## config.mk

```make
export PLATFORM = sky130hd
export DESIGN_NAME = mcl_tx_credit_gate_flat
export DESIGN_NICKNAME = d
export VERILOG_FILES = /design/src/rtl/mcl_tx_credit_gate_if.sv /design/src/rtl/mcl_tx_credit_gate.sv /design/src/flat_wrapper.sv
export SDC_FILE = /design/constraint.sdc
export NUM_CORES = 1
export LEC_CHECK = 0
export ABC_CLOCK_PERIOD_IN_PS = 17510
export CELL_PAD_IN_SITES_DETAIL_PLACEMENT = 1
export CELL_PAD_IN_SITES_GLOBAL_PLACEMENT = 1
export CORE_UTILIZATION = 42
export DETAILED_ROUTE_END_ITERATION = 8
export PLACE_DENSITY = 0.94
export SETUP_SLACK_MARGIN = 0.4
export SYNTH_ARGS = -nofsm -noshare
export SYNTH_HDL_FRONTEND = slang
export SYNTH_SLANG_ARGS = --single-unit
```

## constraint.sdc

```tcl
create_clock -name clk_i -period 17.51 [get_ports clk_i]
set_clock_uncertainty 0.1 [all_clocks]
set_input_delay 3.502 -clock clk_i [delete_from_list [all_inputs] [get_ports clk_i]]
set_output_delay 3.502 -clock clk_i [all_outputs]
set_load 0.01 [all_outputs]
```

## src/rtl/mcl_tx_credit_gate_if.sv

```systemverilog
// Handshake bundle between the host transmit adapter, the credit gate and the manycore link.
// slave is the gate's view; master is the view of whatever drives the gate and consumes its outputs.
interface mcl_tx_credit_gate_if #(
  parameter int mcl_width_p       = 128,
  parameter int max_out_credits_p = 16
);
  localparam int cnt_width_lp = $clog2(max_out_credits_p + 1);

  // adapter transmit side
  logic                    req_v_i;
  logic [mcl_width_p-1:0]  req_data_i;
  logic                    req_r_o;

  // manycore link request port
  logic                    link_v_o;
  logic [mcl_width_p-1:0]  link_data_o;
  logic                    link_r_i;

  // snooped response return path and receive FIFO space
  logic                    resp_v_i;
  logic                    resp_r_i;
  logic [cnt_width_lp-1:0] rcv_vacancy_i;

  // fence handshake and status
  logic                    fence_i;
  logic                    fence_busy_o;
  logic                    fence_done_o;
  logic [cnt_width_lp-1:0] out_credits_o;
  logic                    err_underflow_o;

  modport slave (
    input  req_v_i, req_data_i, link_r_i, resp_v_i, resp_r_i, rcv_vacancy_i, fence_i,
    output req_r_o, link_v_o, link_data_o, fence_busy_o, fence_done_o, out_credits_o,
           err_underflow_o
  );

  modport master (
    output req_v_i, req_data_i, link_r_i, resp_v_i, resp_r_i, rcv_vacancy_i, fence_i,
    input  req_r_o, link_v_o, link_data_o, fence_busy_o, fence_done_o, out_credits_o,
           err_underflow_o
  );
endinterface

```

## src/rtl/mcl_tx_credit_gate.sv

```systemverilog
// Credit gate: admits host requests only with a free outstanding credit and reserved receive space.
// Latency 1 cycle through a 2-entry buffer; req_r_o never depends on link_r_i, so link stalls back up via buffer-full.
module mcl_tx_credit_gate #(
  parameter int mcl_width_p       = 128,
  parameter int max_out_credits_p = 16
) (
  input  logic                  clk_i,
  input  logic                  reset_n_i,
  mcl_tx_credit_gate_if.slave   bus_if
);

  localparam int cnt_width_lp = $clog2(max_out_credits_p + 1);
  localparam logic [cnt_width_lp-1:0] max_cnt_lp = cnt_width_lp'(max_out_credits_p);

  typedef enum logic [1:0] {
    ST_RUN   = 2'd0,
    ST_DRAIN = 2'd1,
    ST_DONE  = 2'd2
  } state_e;

  state_e                  state_q, state_d;
  logic                    fence_busy_q, fence_busy_d;
  logic                    fence_done_q, fence_done_d;
  logic [cnt_width_lp-1:0] outstanding_q, outstanding_d;
  logic                    err_q, err_d;
  logic [1:0]              count_q, count_d;
  logic                    wr_ptr_q, wr_ptr_d;
  logic                    rd_ptr_q, rd_ptr_d;
  logic [mcl_width_p-1:0]  mem_q [2];
  logic [mcl_width_p-1:0]  mem_d [2];

  logic buf_full;
  logic buf_empty;
  logic credit_ok;
  logic req_r;
  logic accept;
  logic deq;
  logic resp;

  assign buf_full  = (count_q == 2'd2);
  assign buf_empty = (count_q == 2'd0);

  // Both the link-side credit pool and the receive FIFO must be able to absorb one more response.
  assign credit_ok = (outstanding_q < max_cnt_lp) & (outstanding_q < bus_if.rcv_vacancy_i);

  assign req_r  = reset_n_i & credit_ok & ~buf_full & (state_q == ST_RUN) & ~bus_if.fence_i;
  assign accept = bus_if.req_v_i & req_r;
  assign deq    = ~buf_empty & bus_if.link_r_i;
  assign resp   = bus_if.resp_v_i & bus_if.resp_r_i;

  always_comb begin
    count_d  = count_q + 2'(accept) - 2'(deq);
    wr_ptr_d = wr_ptr_q ^ accept;
    rd_ptr_d = rd_ptr_q ^ deq;
    mem_d    = mem_q;
    if (accept) begin
      mem_d[wr_ptr_q] = bus_if.req_data_i;
    end
  end

  // A response with nothing outstanding is an upstream protocol error; the count saturates at zero.
  always_comb begin
    outstanding_d = outstanding_q;
    err_d         = err_q;
    unique case ({accept, resp})
      2'b10: outstanding_d = outstanding_q + cnt_width_lp'(1);
      2'b01: begin
        if (outstanding_q == '0) begin
          err_d = 1'b1;
        end else begin
          outstanding_d = outstanding_q - cnt_width_lp'(1);
        end
      end
      default: outstanding_d = outstanding_q;
    endcase
  end

  always_comb begin
    state_d      = state_q;
    fence_busy_d = fence_busy_q;
    fence_done_d = 1'b0;
    unique case (state_q)
      ST_RUN: begin
        if (bus_if.fence_i) begin
          state_d      = ST_DRAIN;
          fence_busy_d = 1'b1;
        end
      end
      ST_DRAIN: begin
        if (buf_empty && (outstanding_q == '0)) begin
          state_d      = ST_DONE;
          fence_done_d = 1'b1;
        end
      end
      ST_DONE: begin
        state_d      = ST_RUN;
        fence_busy_d = 1'b0;
      end
      default: begin
        state_d      = ST_RUN;
        fence_busy_d = 1'b0;
      end
    endcase
  end

  always_ff @(posedge clk_i or negedge reset_n_i) begin
    if (!reset_n_i) begin
      state_q       <= ST_RUN;
      fence_busy_q  <= 1'b0;
      fence_done_q  <= 1'b0;
      outstanding_q <= '0;
      err_q         <= 1'b0;
      count_q       <= 2'd0;
      wr_ptr_q      <= 1'b0;
      rd_ptr_q      <= 1'b0;
    end else begin
      state_q       <= state_d;
      fence_busy_q  <= fence_busy_d;
      fence_done_q  <= fence_done_d;
      outstanding_q <= outstanding_d;
      err_q         <= err_d;
      count_q       <= count_d;
      wr_ptr_q      <= wr_ptr_d;
      rd_ptr_q      <= rd_ptr_d;
    end
  end

  // Payload storage needs no reset: occupancy is tracked by count_q.
  always_ff @(posedge clk_i) begin
    mem_q <= mem_d;
  end

  assign bus_if.req_r_o         = req_r;
  assign bus_if.link_v_o        = ~buf_empty;
  assign bus_if.link_data_o     = mem_q[rd_ptr_q];
  assign bus_if.fence_busy_o    = fence_busy_q;
  assign bus_if.fence_done_o    = fence_done_q;
  assign bus_if.out_credits_o   = max_cnt_lp - outstanding_q;
  assign bus_if.err_underflow_o = err_q;

  a_no_overflow: assert property (@(posedge clk_i) disable iff (!reset_n_i)
    outstanding_q <= max_cnt_lp);

  a_data_stable: assert property (@(posedge clk_i) disable iff (!reset_n_i)
    (bus_if.link_v_o && !bus_if.link_r_i) |=> (bus_if.link_v_o && $stable(bus_if.link_data_o)));

endmodule
```

## src/flat_wrapper.sv

```systemverilog
// flat-port wrapper written by rule: the top's interface ports become plain ports
module mcl_tx_credit_gate_flat 
#(
  parameter int mcl_width_p       = 128,
  parameter int max_out_credits_p = 16
)
  (clk_i, reset_n_i, bus_if_req_v_i, bus_if_req_data_i, bus_if_link_r_i, bus_if_resp_v_i, bus_if_resp_r_i, bus_if_rcv_vacancy_i, bus_if_fence_i, bus_if_req_r_o, bus_if_link_v_o, bus_if_link_data_o, bus_if_fence_busy_o, bus_if_fence_done_o, bus_if_out_credits_o, bus_if_err_underflow_o);
  mcl_tx_credit_gate_if #(.mcl_width_p(mcl_width_p), .max_out_credits_p(max_out_credits_p)) bus_if_i ();
  input  logic clk_i;
  input  logic reset_n_i;
  input wire logic [$bits(bus_if_i.req_v_i)-1:0] bus_if_req_v_i;
  input wire logic [$bits(bus_if_i.req_data_i)-1:0] bus_if_req_data_i;
  input wire logic [$bits(bus_if_i.link_r_i)-1:0] bus_if_link_r_i;
  input wire logic [$bits(bus_if_i.resp_v_i)-1:0] bus_if_resp_v_i;
  input wire logic [$bits(bus_if_i.resp_r_i)-1:0] bus_if_resp_r_i;
  input wire logic [$bits(bus_if_i.rcv_vacancy_i)-1:0] bus_if_rcv_vacancy_i;
  input wire logic [$bits(bus_if_i.fence_i)-1:0] bus_if_fence_i;
  output wire logic [$bits(bus_if_i.req_r_o)-1:0] bus_if_req_r_o;
  output wire logic [$bits(bus_if_i.link_v_o)-1:0] bus_if_link_v_o;
  output wire logic [$bits(bus_if_i.link_data_o)-1:0] bus_if_link_data_o;
  output wire logic [$bits(bus_if_i.fence_busy_o)-1:0] bus_if_fence_busy_o;
  output wire logic [$bits(bus_if_i.fence_done_o)-1:0] bus_if_fence_done_o;
  output wire logic [$bits(bus_if_i.out_credits_o)-1:0] bus_if_out_credits_o;
  output wire logic [$bits(bus_if_i.err_underflow_o)-1:0] bus_if_err_underflow_o;
  assign bus_if_i.req_v_i = bus_if_req_v_i;
  assign bus_if_i.req_data_i = bus_if_req_data_i;
  assign bus_if_i.link_r_i = bus_if_link_r_i;
  assign bus_if_i.resp_v_i = bus_if_resp_v_i;
  assign bus_if_i.resp_r_i = bus_if_resp_r_i;
  assign bus_if_i.rcv_vacancy_i = bus_if_rcv_vacancy_i;
  assign bus_if_i.fence_i = bus_if_fence_i;
  assign bus_if_req_r_o = bus_if_i.req_r_o;
  assign bus_if_link_v_o = bus_if_i.link_v_o;
  assign bus_if_link_data_o = bus_if_i.link_data_o;
  assign bus_if_fence_busy_o = bus_if_i.fence_busy_o;
  assign bus_if_fence_done_o = bus_if_i.fence_done_o;
  assign bus_if_out_credits_o = bus_if_i.out_credits_o;
  assign bus_if_err_underflow_o = bus_if_i.err_underflow_o;
  mcl_tx_credit_gate #(.mcl_width_p(mcl_width_p), .max_out_credits_p(max_out_credits_p)) u_core (.clk_i(clk_i), .reset_n_i(reset_n_i), .bus_if(bus_if_i));
endmodule
```

**Word-level counts from Yosys, hierarchy flattened**

Cells that the tools add are included.

- Flip-flop bits (word level): 270
- Logic and storage cells: 68
- Output and inout bits: 138
- Input port bits: 140

- Order comparisons: 5
- Add/subtract/negate cells: 5
- Bitwise gates (word level): 16
- Muxes and demuxes: 15
- Reductions and logical operators: 10
- Eq/ne operators: 7

Operators by type and width:

| kind | count |
|---|---|
| 2-to-1 mux 128 bit | 4 |
| bitwise mux 256 bit | 1 |
| demux 128 bit (select 1 bit) | 1 |
| one-hot mux 5 bit (2 select lines) | 1 |
| bitwise AND 1 bit | 8 |
| AND reduction 2 bit | 4 |
| adder 5 x 1 -> 5 bit, second input constant | 1 |
| logical NOT 5 bit | 1 |
| less-than comparator 5 bit | 1 |
| less-than comparator 5 bit, second input constant | 1 |
| 2-to-1 mux 5 bit | 1 |
| subtractor 5 x 1 -> 5 bit, second input constant | 1 |
| subtractor 5 bit, first input constant | 1 |
| equality test 2 x 1 -> 1 bit, second input constant | 2 |
| equality test 2 bit, second input constant | 2 |
| greater-or-equal comparator 2 bit, second input constant | 2 |
| logical NOT 2 bit | 2 |
| 2-to-1 mux 2 bit | 2 |
| inequality test 2 bit, second input constant | 2 |
| inverter 1 bit | 4 |
| inverter 1 -> 2 bit | 2 |
| one-hot mux 2 bit (2 select lines) | 1 |
| 2-to-1 mux 1 bit | 3 |
| adder 2 x 1 -> 2 bit | 1 |
| 7 further kinds | 9 |

**Depth between registers and ports, before layout**

- Word-level depth: 10
- Depth in mapped cells: 18
- Mapped depth without buffers: 17

**Worst setup path after synthesis**

Ideal clock, no wire load.

- Path kind: input to register
- Start: input port bus_if_rcv_vacancy_i[4]
- End: register u_core.mem_q[0] (netlist bit) (enable)
- Data arrival time: 7980 ps
- Cell stages on the path: 9
- Buffers on the path: 1
- Required time: 16907 ps
- Setup time: 503 ps
- Path slack: 8927 ps
- Path through: inv_1 > ha_1 > or4_1 > a311o_1 > clkinv_2 > buf_6 > nand2_2 > inv_2 > ha_1

- Cells in the longest elaborated chain, start to end: 7

Ends and longest elaborated chain:

| what | RTL line | RTL |
|---|---|---|
| from (decl) | flat_wrapper.sv:16 | `input wire logic [$bits(bus_if_i.rcv_vacancy_i)-1:0] bus_if_rcv_vacancy_i;` |
| less-than comparator 5 bit | mcl_tx_credit_gate.sv:44 | `assign credit_ok = (outstanding_q < max_cnt_lp) & (outstanding_q < bus_if.rcv_vacancy_i);` |
| bitwise AND 1 bit | mcl_tx_credit_gate.sv:44 |  |
| bitwise AND 1 bit (4 in series) | mcl_tx_credit_gate.sv:46 | `assign req_r = reset_n_i & credit_ok & ~buf_full & (state_q == ST_RUN) & ~bus_if.fence_i;` |
| via bus_if_req_r_o | flat_wrapper.sv:18 | `output wire logic [$bits(bus_if_i.req_r_o)-1:0] bus_if_req_r_o;` |
| bitwise AND 1 bit | mcl_tx_credit_gate.sv:47 | `assign accept = bus_if.req_v_i & req_r;` |
| to (signal assigned) | mcl_tx_credit_gate.sv:130 | `mem_q <= mem_d;` |
| to (decl) | mcl_tx_credit_gate.sv:29 | `logic [mcl_width_p-1:0] mem_q [2];` |

The timed path passes the listed nets, and every way through them passes these cells.
A chain may end at the register's enable or synchronous reset.

**Final worst setup path**

- Start: input port reset_n_i
- End: output port bus_if_req_r_o

- Cells in the longest elaborated chain, start to end: 4

Ends and longest elaborated chain:

| what | RTL line | RTL |
|---|---|---|
| from (decl) | flat_wrapper.sv:10 | `input logic reset_n_i;` |
| bitwise AND 1 bit (4 in series) | mcl_tx_credit_gate.sv:46 |  |
| to (decl) | flat_wrapper.sv:18 |  |

No other way between the ends.

==> results.cfg <==
[status]
status = completed

[floorplan]
num_rows = 56
initial_core_util_pct = 43.2
die_w_microns = 158
pin_count = 278
die_h_microns = 158
core_sq_um = 23800
die_area_sq_um = 25100

[grt]
grt_pass1_wl_microns = 36800
first_global_vias = 6408
antenna_found_initial = 0
overflow = 0
grt_usage_pct = 19.8
grt_max_degree = 75

[setup_path]
crit_chain = clkdlybuf4s50_1 -> nor2b_1 -> o2111ai_1 -> a311o_1 -> clkinv_2 -> clkdlybuf4s50_1
worst_path_max_delay_cell = clkdlybuf4s50_1
reg2reg_from = u_core.outstanding_q[0]
worstPathArrival_ps = 5900
startpoint = reset_n_i
crit_fanout = 15
r2r_slack_ps = 12960
critical-path-top-delay-family = buffers and inverters
critPathKind = in -> out
startpoint_type = input port
critPathBufInv = 3
end_kind = output pin
cp_common_cell = clkdlybuf4s50_1
critPathRequiredTime_ps = 13910
slowest_delay_ps = 930

[power]
power_leakage_nw = 4.88
ir_worst_vdd_mv = 0.0921
power_density_nw_per_um2 = 131
power.total_mw = 1.88

[timing]
max_slew.worst_pin.slew_ps = 1040
fmax_mhz = 105
hold_violations = 0
setup_violations = 0
tns_ps = 0
fin_crit_sh_pct = 54.2
relSlewSlack_pct = 30.8
rsz0062_at_grt = no
report.final.slew_viol_count = 0
min_period_ps = 9500

[synth]
synth_edf_count = 256
synthCells = 518
syn_nets = 673
avgSynthCellArea_sq_um = 19.8
synth-seq-cells = 270
async_reset_ff_share_pct = 5.19
ys_types = 45
synthesis.area_sq_um = 10300
synth_flop_cell = edfxtp_1
yosysWarnings = 0
yosysSeqAreaShare_pct = 78.3

[cts]
clkLatencyLatePin_ps = 520
clock_sinks = 270
cts_tree = yes
cts-buffers-inserted = 28
clkSlewWorstSetupHoldPaths_ps = 60
cts_resized = 0
cts_root_buf = clkbuf_16
cts_max_level = 1
clockBufferDepth = 3
post_cts_buffers = 0
hold_buffers = 0

[finish]
layout_common_cells = clkdlybuf4s50_1 (277), edfxtp_1 (256), mux2_2 (128)
fill_cells = 2074
fin_cells = 1151
drive_gt1_share_pct = 21.6
n_antenna_cell = 0
area_growth_pct = 39.7
layout_commonest_cell = clkdlybuf4s50_1
fin_nets = 965

[flow_run]
cap_violations = 0

[placement]
dp_hpwl_microns = 17000
dp_cells = 1099
io_buffers = 277
place_congestion = 0.787

[hold_path]
hold_path.class = reg -> reg
hp-start = u_core.bus_if.err_underflow_o

[route]
antenna_left = 0
first_pass_iters = 4
drc = 0
num_vias = 5751
drt-total-wl_microns = 25300
drt_iter0_markers = 226
vias_per_cell = 5.00
wl_per_cell_microns = 22.0
-- stage by stage --
stage          cell area, sq um  setup slack [ps]  hold slack [ps]  util [%]
3_5_place_dp              13400              7980              395      56.5
5_1_grt                   14300              7850              419      60.4
2_1_floorplan             10300              8930              360         -
4_1_cts                   14300              7950              412      60.4
6_report                  14300              8010              405      60.4
3_3_place_gp              13400              8070              366      56.5
-- synthesized netlist by cell type, types with 2 or more instances --
cell | n | share of area [%]
and2_1 | 2 | 0.12
edfxtp_1 | 256 | 75
nor4_1 | 3 | 0.18
nor3_1 | 4 | 0.19
mux2_2 | 128 | 14
a211o_1 | 2 | 0.17
a21oi_1 | 5 | 0.24
a41oi_1 | 2 | 0.17
dfrtp_1 | 14 | 3.4
a31oi_1 | 2 | 0.12
nand2_1 | 6 | 0.22
a211oi_1 | 3 | 0.22
ha_1 | 14 | 1.7
inv_1 | 17 | 0.62
xor2_1 | 2 | 0.17
nand2b_1 | 2 | 0.12
clkbuf_1 | 14 | 0.51
xnor2_1 | 5 | 0.43
nor2_1 | 7 | 0.26
nand3_1 | 3 | 0.15
nor2b_1 | 3 | 0.18
-- kinds of logic after synthesis --
| logic type | count (synthesis) | synth area share, % |
|---|---|---|
| AO/OA/AOI/OAI | 27 | 2.01 |
| XOR/XNOR | 7 | 0.597 |
| adder cells (fa/ha/maj) | 15 | 1.90 |
| buffers and inverters | 37 | 1.49 |
| flip-flops | 270 | 78.3 |
| multiplexers | 128 | 14.0 |
| AND/OR/NAND/NOR | 34 | 1.69 |
-- final timing paths --
path                                                  to  cells after the start
max in group asynchronous                u_core.rd_ptr_q                      1
hold reg to reg            u_core.bus_if.err_underflow_o                      1
min in group asynchronous     u_core.bus_if.fence_busy_o                      1
hold / removal             u_core.bus_if.err_underflow_o                      1
setup / recovery                          bus_if_req_r_o                      6
setup reg to reg                       u_core.mem_q[127]                     12
-- per-layer routing --
layer,vias up,wire length (microns),GRT usage [%]
met4,0,482,4.76
met2,219,13700,38.1
met5,-,0,0
met3,41,2130,6.02
met1,2878,9010,20.8
li1,2613,-,-
-- cell type report --
class | count | area, sq um | area share, %
Tap cell | 319 | 399 | 2.78
Clock inverter | 22 | 206 | 1.44
Inverter | 19 | 72.6 | 0.506
Multi-Input combinational cell | 211 | 2100 | 14.7
Clock buffer | 30 | 729 | 5.08
Sequential cell | 270 | 8040 | 56.0
Timing Repair Buffer | 280 | 2800 | 19.5
-- power by group --
| part | internal, mW | switching [mW] |
|---|---|---|
| clock network | 0.358 | 0.239 |
| logic | 0.312 | 0.207 |
| registers | 0.721 | 0.0481 |
| total | 1.39 | 0.493 |
-- registers in the layout (all words and copies together), names as in the netlist --
name	cells
u_core.mem_q	256
u_core.outstanding_q	5
u_core.count_q	2
u_core.state_q	2
u_core.bus_if.err_underflow_o	1
u_core.bus_if.fence_busy_o	1
u_core.bus_if.fence_done_o	1
u_core.rd_ptr_q	1
u_core.wr_ptr_q	1
Note: power is estimated with default switching activity, not from simulation.
